--- config.mk ---
export PLATFORM = sky130hd
export DESIGN_NAME = fifo_rd_stream_flat
export DESIGN_NICKNAME = d
export VERILOG_FILES = /design/src/rtl/fifo_rd_stream_if.sv /design/src/rtl/fifo_rd_stream.sv /design/src/flat_wrapper.sv
export SDC_FILE = /design/constraint.sdc
export NUM_CORES = 1
export LEC_CHECK = 0
export BUFFER_PORTS_ARGS = -buffer_cell sky130_fd_sc_hd__buf_2
export CORE_MARGIN = 1
export CORE_UTILIZATION = 53
export DETAILED_ROUTE_END_ITERATION = 16
export MAX_ROUTING_LAYER = met4
export PLACE_DENSITY_LB_ADDON = 0.08
export SLEW_MARGIN = 0
export SYNTH_ARGS = -nofsm -noshare
export SYNTH_HDL_FRONTEND = slang
export SYNTH_SLANG_ARGS = --single-unit
--- constraint.sdc ---
create_clock -name rclk -period 2.5 [get_ports rclk]
set_input_delay 0.125 -clock rclk [delete_from_list [all_inputs] [get_ports rclk]]
set_output_delay 0.125 -clock rclk [all_outputs]
set_load 0.01 [all_outputs]
--- src/rtl/fifo_rd_stream_if.sv ---
// Read-side bundle between the async FIFO read port, the output stream and
// the local control/status lines of fifo_rd_stream.
interface fifo_rd_stream_if #(
  parameter int DATA = 8,
  parameter int CNTW = 16
);
  logic            empty;
  logic [DATA-1:0] rdata;
  logic            r_en;
  logic            m_valid;
  logic [DATA-1:0] m_data;
  logic            m_ready;
  logic            flush;
  logic [CNTW-1:0] rd_count;

  // master: the stream block itself (drains FIFO, sources the stream)
  modport master (
    input  empty, rdata, m_ready, flush,
    output r_en, m_valid, m_data, rd_count
  );

  // slave: FIFO read port plus downstream consumer
  modport slave (
    output empty, rdata, m_ready, flush,
    input  r_en, m_valid, m_data, rd_count
  );
endinterface

--- src/rtl/fifo_rd_stream.sv ---
// Drains the async FIFO read port in the read clock domain and presents the
// words as a registered valid/ready stream through a 2-entry skid buffer.
// The skid buffer hides the FIFO's 1-cycle read latency, so a word can be
// requested every cycle while the consumer keeps up.
//
//   state (occ) | meaning
//   ------------+-------------------------------------------------
//   OCC_EMPTY   | nothing buffered, m_valid=0
//   OCC_ONE     | entry0 holds the head word, m_valid=1
//   OCC_TWO     | entry0 head, entry1 next word, m_valid=1
module fifo_rd_stream #(
  parameter int DATA = 8,
  parameter int CNTW = 16
) (
  input logic              rclk,
  input logic              rrst,
  fifo_rd_stream_if.master bus
);

  localparam logic [1:0] OCC_EMPTY = 2'd0;
  localparam logic [1:0] OCC_ONE   = 2'd1;
  localparam logic [1:0] OCC_TWO   = 2'd2;

  logic [1:0]      occ;
  logic [1:0]      occ_nxt;
  logic            inflight;
  logic [DATA-1:0] entry0;
  logic [DATA-1:0] entry1;
  logic [DATA-1:0] entry0_nxt;
  logic [DATA-1:0] entry1_nxt;
  logic            valid_q;
  logic [CNTW-1:0] count;

  logic            pop;
  logic            push;
  logic [1:0]      claimed;
  logic            room;
  logic            issue;

  assign pop  = valid_q && bus.m_ready;
  assign push = inflight && ~bus.flush;

  // Slots already spoken for: buffered words plus the one still in flight.
  // occ + inflight never exceeds 2, and pop implies occ >= 1, so no wrap.
  assign claimed = occ + {1'b0, inflight};
  assign room    = (claimed - {1'b0, pop}) < 2'd2;

  // The m_ready -> r_en path is deliberate: freeing a slot this cycle lets a
  // new read go out in the same cycle, which is what sustains 1 word/cycle.
  assign issue = rrst && ~bus.empty && ~bus.flush && room;

  assign bus.r_en     = issue;
  assign bus.m_valid  = valid_q;
  assign bus.m_data   = entry0;
  assign bus.rd_count = count;

  // Skid-buffer next state; flush wins over an arriving word.
  always_comb begin
    occ_nxt    = occ;
    entry0_nxt = entry0;
    entry1_nxt = entry1;
    if (bus.flush) begin
      occ_nxt = OCC_EMPTY;
    end else begin
      case ({push, pop})
        2'b10: begin
          if (occ == OCC_EMPTY) begin
            entry0_nxt = bus.rdata;
            occ_nxt    = OCC_ONE;
          end else begin
            entry1_nxt = bus.rdata;
            occ_nxt    = OCC_TWO;
          end
        end
        2'b01: begin
          entry0_nxt = entry1;
          occ_nxt    = occ - 2'd1;
        end
        2'b11: begin
          if (occ == OCC_ONE) begin
            entry0_nxt = bus.rdata;
          end else begin
            entry0_nxt = entry1;
            entry1_nxt = bus.rdata;
          end
        end
        default: begin
          occ_nxt = occ;
        end
      endcase
    end
  end

  // State registers; m_valid is kept as its own flop so the stream outputs
  // come straight from registers.
  always_ff @(posedge rclk or negedge rrst) begin
    if (!rrst) begin
      occ      <= OCC_EMPTY;
      inflight <= 1'b0;
      entry0   <= '0;
      entry1   <= '0;
      valid_q  <= 1'b0;
      count    <= '0;
    end else begin
      occ      <= occ_nxt;
      inflight <= issue;
      entry0   <= entry0_nxt;
      entry1   <= entry1_nxt;
      valid_q  <= (occ_nxt != OCC_EMPTY);
      if (pop) begin
        count <= count + CNTW'(1);
      end
    end
  end

endmodule

--- src/flat_wrapper.sv ---
// flat-port wrapper written by rule: the top's interface ports become plain ports
module fifo_rd_stream_flat 
#(
  parameter int DATA = 8,
  parameter int CNTW = 16
)
  (rclk, rrst, bus_empty, bus_rdata, bus_m_ready, bus_flush, bus_r_en, bus_m_valid, bus_m_data, bus_rd_count);
  fifo_rd_stream_if #(.DATA(DATA), .CNTW(CNTW)) bus_i ();
  input logic rclk;
  input logic rrst;
  input wire logic [$bits(bus_i.empty)-1:0] bus_empty;
  input wire logic [$bits(bus_i.rdata)-1:0] bus_rdata;
  input wire logic [$bits(bus_i.m_ready)-1:0] bus_m_ready;
  input wire logic [$bits(bus_i.flush)-1:0] bus_flush;
  output wire logic [$bits(bus_i.r_en)-1:0] bus_r_en;
  output wire logic [$bits(bus_i.m_valid)-1:0] bus_m_valid;
  output wire logic [$bits(bus_i.m_data)-1:0] bus_m_data;
  output wire logic [$bits(bus_i.rd_count)-1:0] bus_rd_count;
  assign bus_i.empty = bus_empty;
  assign bus_i.rdata = bus_rdata;
  assign bus_i.m_ready = bus_m_ready;
  assign bus_i.flush = bus_flush;
  assign bus_r_en = bus_i.r_en;
  assign bus_m_valid = bus_i.m_valid;
  assign bus_m_data = bus_i.m_data;
  assign bus_rd_count = bus_i.rd_count;
  fifo_rd_stream #(.DATA(DATA), .CNTW(CNTW)) u_core (.rclk(rclk), .rrst(rrst), .bus(bus_i));
endmodule
==> reports/results.ini, run 1 <==
[cts]
h-tree-depth = 2
cts-root-buf = clkbuf_4
clock_latency_ns = 0.34
cts_inserted_buffers = 5
cts_max_path_buffers = 2
cts_tree = done
postCtsSetupBuffers = 0
clock-sinks = 36
clk_pin_slew_worst_paths_ns = 0.10

[synthesis]
synth_top_area_cell = dfrtp_1
ys_seq_area_frac = 0.526
synth.area.top_cells = dfrtp_1 (53%), mux2_2 (11%), xnor2_1 (6.6%), ha_1 (5.1%), a22o_1 (4.1%)
ys_types = 30
synth_area_sq_um = 1710
avgSynthCellArea_sq_um = 12.6
synth_seq_cells = 36
syn_nets = 156
synthCells = 136
synth_top_cell_area_share = 0.526
ys_warn_count = 0

[sta]
tns_ns = 0
max_slew_margin = 0.707
fmax_ghz = 0.465
min_period_over_period = 0.860
clock_skew_ns = 0.0119
drv_slew = 0
period_minus_slack_ns = 2.15
setup_viol = 0
rsz0062_at_grt = no
hold_ws_ns = 0.0265
tightestPinTransition_ns = 0.440
hold_viol = 0

[drt]
viasPerCell = 5.30
maxUsedRoutingLayer = met4
num_vias = 1214
routed_wl_mm = 3.04
drc = 0
drtIter0Drc = 37
met2WireLength_mm = 1.53
postRouteAntennaNets = 0
drt-met1-wl_mm = 1.26
dr_wl_met3_um = 194
dr.pass1.iters = 4
routedWlPerCell_um = 13.3

[cells_and_area]
finalInstanceArea_sq_um = 2050
n_antenna_cell = 0
nets = 204
drive_gt1_frac = 0.389
num-fill-cells = 249
layout.cells.non_filler = 229
mostFrequentLayoutCells = buf_2 (38), dfrtp_1 (36), mux2_2 (17)
synthToLayoutAreaGrowth_pct = 19.6
final_core_util = 0.671
ff_latch_area_sq_um = 901
multi_input_area_sq_um = 790
final_common_cell = buf_2

[worst_setup_path]
startpoint_type = flip-flop
critical_path_required_ns = 2.38
critical_path_arrival_ns = 2.02
reg2reg_depth = 6
crit-reg2reg-launch = u_core.bus.m_valid$_DFF_PN0_
reg2reg_slack_ns = 0.60
cp-end-kind = output pin
crit_start = u_core.bus.m_valid$_DFF_PN0_
worstPathMaxFanout = 8
crit_type = flip-flop to output pin

[global_routing]
grt_pass1_vias = 1116
grt_max_degree = 37
grt_overflow = 0
grt_pass1_wl_mm = 4.88
antenna_found_initial = 0
grt_use_total = 0.200

[power_and_ir_drop]
ir_worst_vdd_v = 0.000430
cellPowerDensity_nw_per_um2 = 727
power_leakage_uw = 0.00102

[die]
core-area_sq_um = 3050
die-height_um = 58.9
rows = 20
start_util = 0.561
pin_count = 39
die_x_um = 58.9
die_area_sq_um = 3460

[status]
status = completed

[placed_design]
place_hpwl_mm = 2.27
dpl-instance-area_sq_um = 1970
port_buffers = 38
dp_cells = 219
gp_congestion = 0.816

[min_path]
hold_class = primary input to flip-flop
holdPathStages = 2
hp-start = bus_rdata[7]

[run]
drv_cap = 0

==> logic make-up (layout without fill, tap and decap cells) <==
group / Yosys count / in the layout / synth area share
multiplexers: 17 / 17 / 0.112
XOR/XNOR: 17 / 17 / 0.0869
AND/OR/NAND/NOR: 38 / 38 / 0.134
AO/OA/AOI/OAI: 16 / 16 / 0.0774
buffers and inverters: 5 / 54 / 0.0131
flip-flops: 36 / 36 / 0.526
adder cells (fa/ha/maj): 7 / 7 / 0.0511
==> cell type report <==
| class | instances | share of cell area |
|---|---|---|
| sequential | 36 | 0.440 |
| multi-input combinational | 95 | 0.385 |
| timing repair buffer | 42 | 0.110 |
| clock buffer | 7 | 0.0269 |
| tap | 44 | 0.0269 |
| inverter | 4 | 0.00733 |
| clock inverter | 1 | 0.00367 |
==> power by group <==
part	internal (uW)	switching, uW
Combinational	194	167
Clock	138	186
Sequential	713	92.5
==> state kept, by name, summed over array words and instances, names as in the netlist <==
register	count
u_core.bus.m_data	8
u_core.bus.m_valid	1
u_core.inflight	1
u_core.occ	2
u_core.entry1	8
u_core.bus.rd_count	16
==> per-layer routing <==
layer / global-route usage / up-vias
li1: - / 583
met1: 0.224 / 590
met2: 0.330 / 35
met3: 0.0659 / 6
met4: 0.0816 / 0
met5: - / -
==> stage by stage <==
stage          setup WS (ns)  power (uW)
6_report               0.351        1490
5_1_grt                0.126        1580
4_1_cts                0.302        1520
3_5_place_dp           0.584        1190
3_3_place_gp           0.629        1160
2_1_floorplan          0.676        1020
==> what timing repair did <==
action                                  CTS  global route
hold endpoints to repair                 37             0
endpoints found under the setup margin    0             0
gates resized for setup                   0             0
hold buffers                              2             0
==> critical path: stages (launching register included) <==
cell and delay [ns]:
dfrtp_1 0.42, nand2_2 0.13, inv_2 0.10, ha_1 0.30
nor2b_1 0.14, xnor2_1 0.08, nor4b_1 0.33, buf_2 0.20
==> cell usage after synthesis, drive strengths merged <==
cell	count
a221oi	1
o21bai	1
nand2	10
ha	7
inv	4
and4	2
xnor2	13
nand2b	3
mux2	17
a21oi	2
dfrtp	36
a22o	8
nor2	3
nor3	2
o21ai	2
nor4b	1
xor2	4
o21a	1
nor3b	1
nand3	4
nor2b	3
buf	1
nand4	6
and3	3
a211oi	1
==> path summary, 6_finish.rpt <==
kind	endpoint
hold / removal	u_core.entry1[7]$_DFFE_PN0P_
hold reg to reg	u_core.bus.rd_count[15]$_DFFE_PN0P_
min in group asynchronous	u_core.bus.rd_count[6]$_DFFE_PN0P_
max in group asynchronous	u_core.entry1[1]$_DFFE_PN0P_
setup / recovery	bus_r_en
setup reg to reg	u_core.entry1[1]$_DFFE_PN0P_
No activity file was read; power rests on OpenSTA's default activity.
==> inputs of run 2 (changes only) <==
Settings changed: CORE_UTILIZATION 53 to 48.
Clock period 2.5 ns to 1.8 ns, I/O delays scaled along.
==> run 2 against run 1 <==
  * The run now ends with negative setup slack left
  * Clock power up 41%
  * Sequential share of layout area down 5.3 points
  * Combinational power up 61%
  * Setup slack worse by 0.36 ns
  * Critical path type is now flip-flop to flip-flop
==> reports/results.ini, run 2 (synthesis gave the netlist of run 1 again) <==
[sta]
fmax_ghz = 0.554
setup_viol = 1
min_period_over_period = 1.00
tightestPinTransition_ns = 0.441
setup_slack_ns = -0.00422
max_slew_margin = 0.706
hold_ws_ns = 0.00411
period_minus_slack_ns = 1.80
drv_slew = 0
clock_skew_ns = 0.0108
rsz0062_at_grt = yes
hold_viol = 0

[worst_setup_path]
cp_slowest_cell = dfrtp_1
startpoint_type = flip-flop
cp-end-kind = flip-flop
worstPathMaxFanout = 8
reg2reg_depth = 8
critical_path_required_ns = 2.02
crit_type = flip-flop to flip-flop
reg2reg_to = u_core.bus.m_data[2]$_DFFE_PN0P_
cpPeakStageDelay_ns = 0.40
crit_chain = nand2_2, inv_2, buf_4, ha_4, nor2b_1, o21a_4, a22o_1, mux2_2
critical_path_arrival_ns = 2.03
reg2reg_slack_ns = -0.004
crit-reg2reg-launch = u_core.bus.m_valid$_DFF_PN0_

[cells_and_area]
final_common_cell = buf_2
drive_gt1_frac = 0.471
synthToLayoutAreaGrowth_pct = 36.1
finalInstanceArea_sq_um = 2330
n_antenna_cell = 0
nets = 223
multi_input_area_sq_um = 893
ff_latch_area_sq_um = 901
largest_reg_flops = 16
num-fill-cells = 273
final_core_util = 0.688
layout.cells.non_filler = 250
mostFrequentLayoutCells = buf_2 (38), dfrtp_1 (36), xnor2_1 (12)

[placed_design]
gp_congestion = 0.729
dpl-instance-area_sq_um = 2030
place_ws_ns = 0.0318
port_buffers = 38
dp_cells = 228
place_hpwl_mm = 2.40

[drt]
drc = 0
viasPerCell = 5.34
num_vias = 1336
routed_wl_mm = 3.58
postRouteAntennaNets = 0
dr.pass1.iters = 4
routedWlPerCell_um = 14.3
drtIter0Drc = 36

[min_path]
hp-start = bus_rdata[3]
hold_class = primary input to flip-flop
whs_endpoint = u_core.entry1[3]$_DFFE_PN0P_
holdPathStages = 2

[status]
failed_checks = negative setup slack
status = finished, violations left

[cts]
cts-root-buf = clkbuf_4
clock_latency_ns = 0.34
cts_inserted_buffers = 5
clock-sinks = 36
clk_pin_slew_worst_paths_ns = 0.11
cts_max_path_buffers = 2
h-tree-depth = 2
cts_tree = done

[die]
rows = 21
start_util = 0.505
die_area_sq_um = 3810
die-height_um = 61.7
pin_count = 39
die_x_um = 61.7
core-area_sq_um = 3390

[global_routing]
antenna_found_initial = 0
grt_max_degree = 37
grt_overflow = 0
grt_pass1_wl_mm = 5.38
grt_pass1_vias = 1228
grt_use_total = 0.208

[run]
drv_cap = 0

[power_and_ir_drop]
power_leakage_uw = 0.00114
cellPowerDensity_nw_per_um2 = 928
ir_worst_vdd_v = 0.000568

## run 2: cell count changes in the layout (fill, tap and decap cells not counted), sizes merged
cell | before | now
buf | 40 | 53
dlygate4sd3 | 2 | 8
## run 2: per-stage QoR
| stage | TNS [ns] | total power (uW) |
|---|---|---|
| after floorplan | 0 | 1420 |
| after global placement | 0 | 1630 |
| after detailed placement | 0 | 1660 |
| after CTS | -0.0240 | 2140 |
| after global routing | -1.04 | 2310 |
| final | -0.00422 | 2160 |
## run 2: layout make-up
type                            instances  area share
Sequential cell                        36       0.386
Multi-Input combinational cell         95       0.383
Timing Repair Buffer                   61       0.172
Tap cell                               46      0.0247
Clock buffer                            7      0.0236
Inverter                                4     0.00644
Clock inverter                          1     0.00322
## run 2: worst max-delay path by stage
stage	from	end	slack (ns)	cells after the start
2_1_floorplan	u_core.bus.m_valid$_DFF_PN0_	u_core.bus.m_data[0]$_DFFE_PN0P_	0.03	7
3_3_place_gp	u_core.bus.m_valid$_DFF_PN0_	u_core.bus.m_data[5]$_DFFE_PN0P_	0.07	7
3_5_place_dp	u_core.bus.m_valid$_DFF_PN0_	u_core.bus.m_data[1]$_DFFE_PN0P_	0.03	7
4_1_cts	u_core.bus.m_valid$_DFF_PN0_	bus_r_en	-0.02	7
5_1_grt	u_core.bus.m_valid$_DFF_PN0_	bus_r_en	-0.13	7
6_report	u_core.bus.m_valid$_DFF_PN0_	u_core.bus.m_data[2]$_DFFE_PN0P_	-0.004	8
## run 2: power by group
part	total, uW	switching (uW)	internal (uW)
clock network	457	266	191
logic	580	250	330
registers	1130	135	990
total	2160	651	1510
## run 2: timing repair
| item | CTS | global route |
|---|---|---|
| setup endpoints to repair | 1 | 17 |
| setup buffers | 3 | 4 |
| hold buffers | 8 | 0 |
| resized for setup | 12 | 16 |
| pin swaps | 8 | 6 |
| endpoints found under the hold margin | 43 | 0 |
## run 2: layer usage
metal,global-route usage,wire length [um],vias to the layer above
met5,-,0,-
met4,0.0857,74,0
met3,0.0497,180,7
met2,0.369,1870,34
met1,0.221,1460,672
li1,-,-,623
## run 2: worst max-delay path, delay by kind of cell, from the launching register on
kind / cells / cell delay, ns
compound gates: 2 / 0.46
fa+ha+maj: 1 / 0.16
buf+inv: 2 / 0.20
flops: 1 / 0.40
mux: 1 / 0.26
simple gates: 2 / 0.22
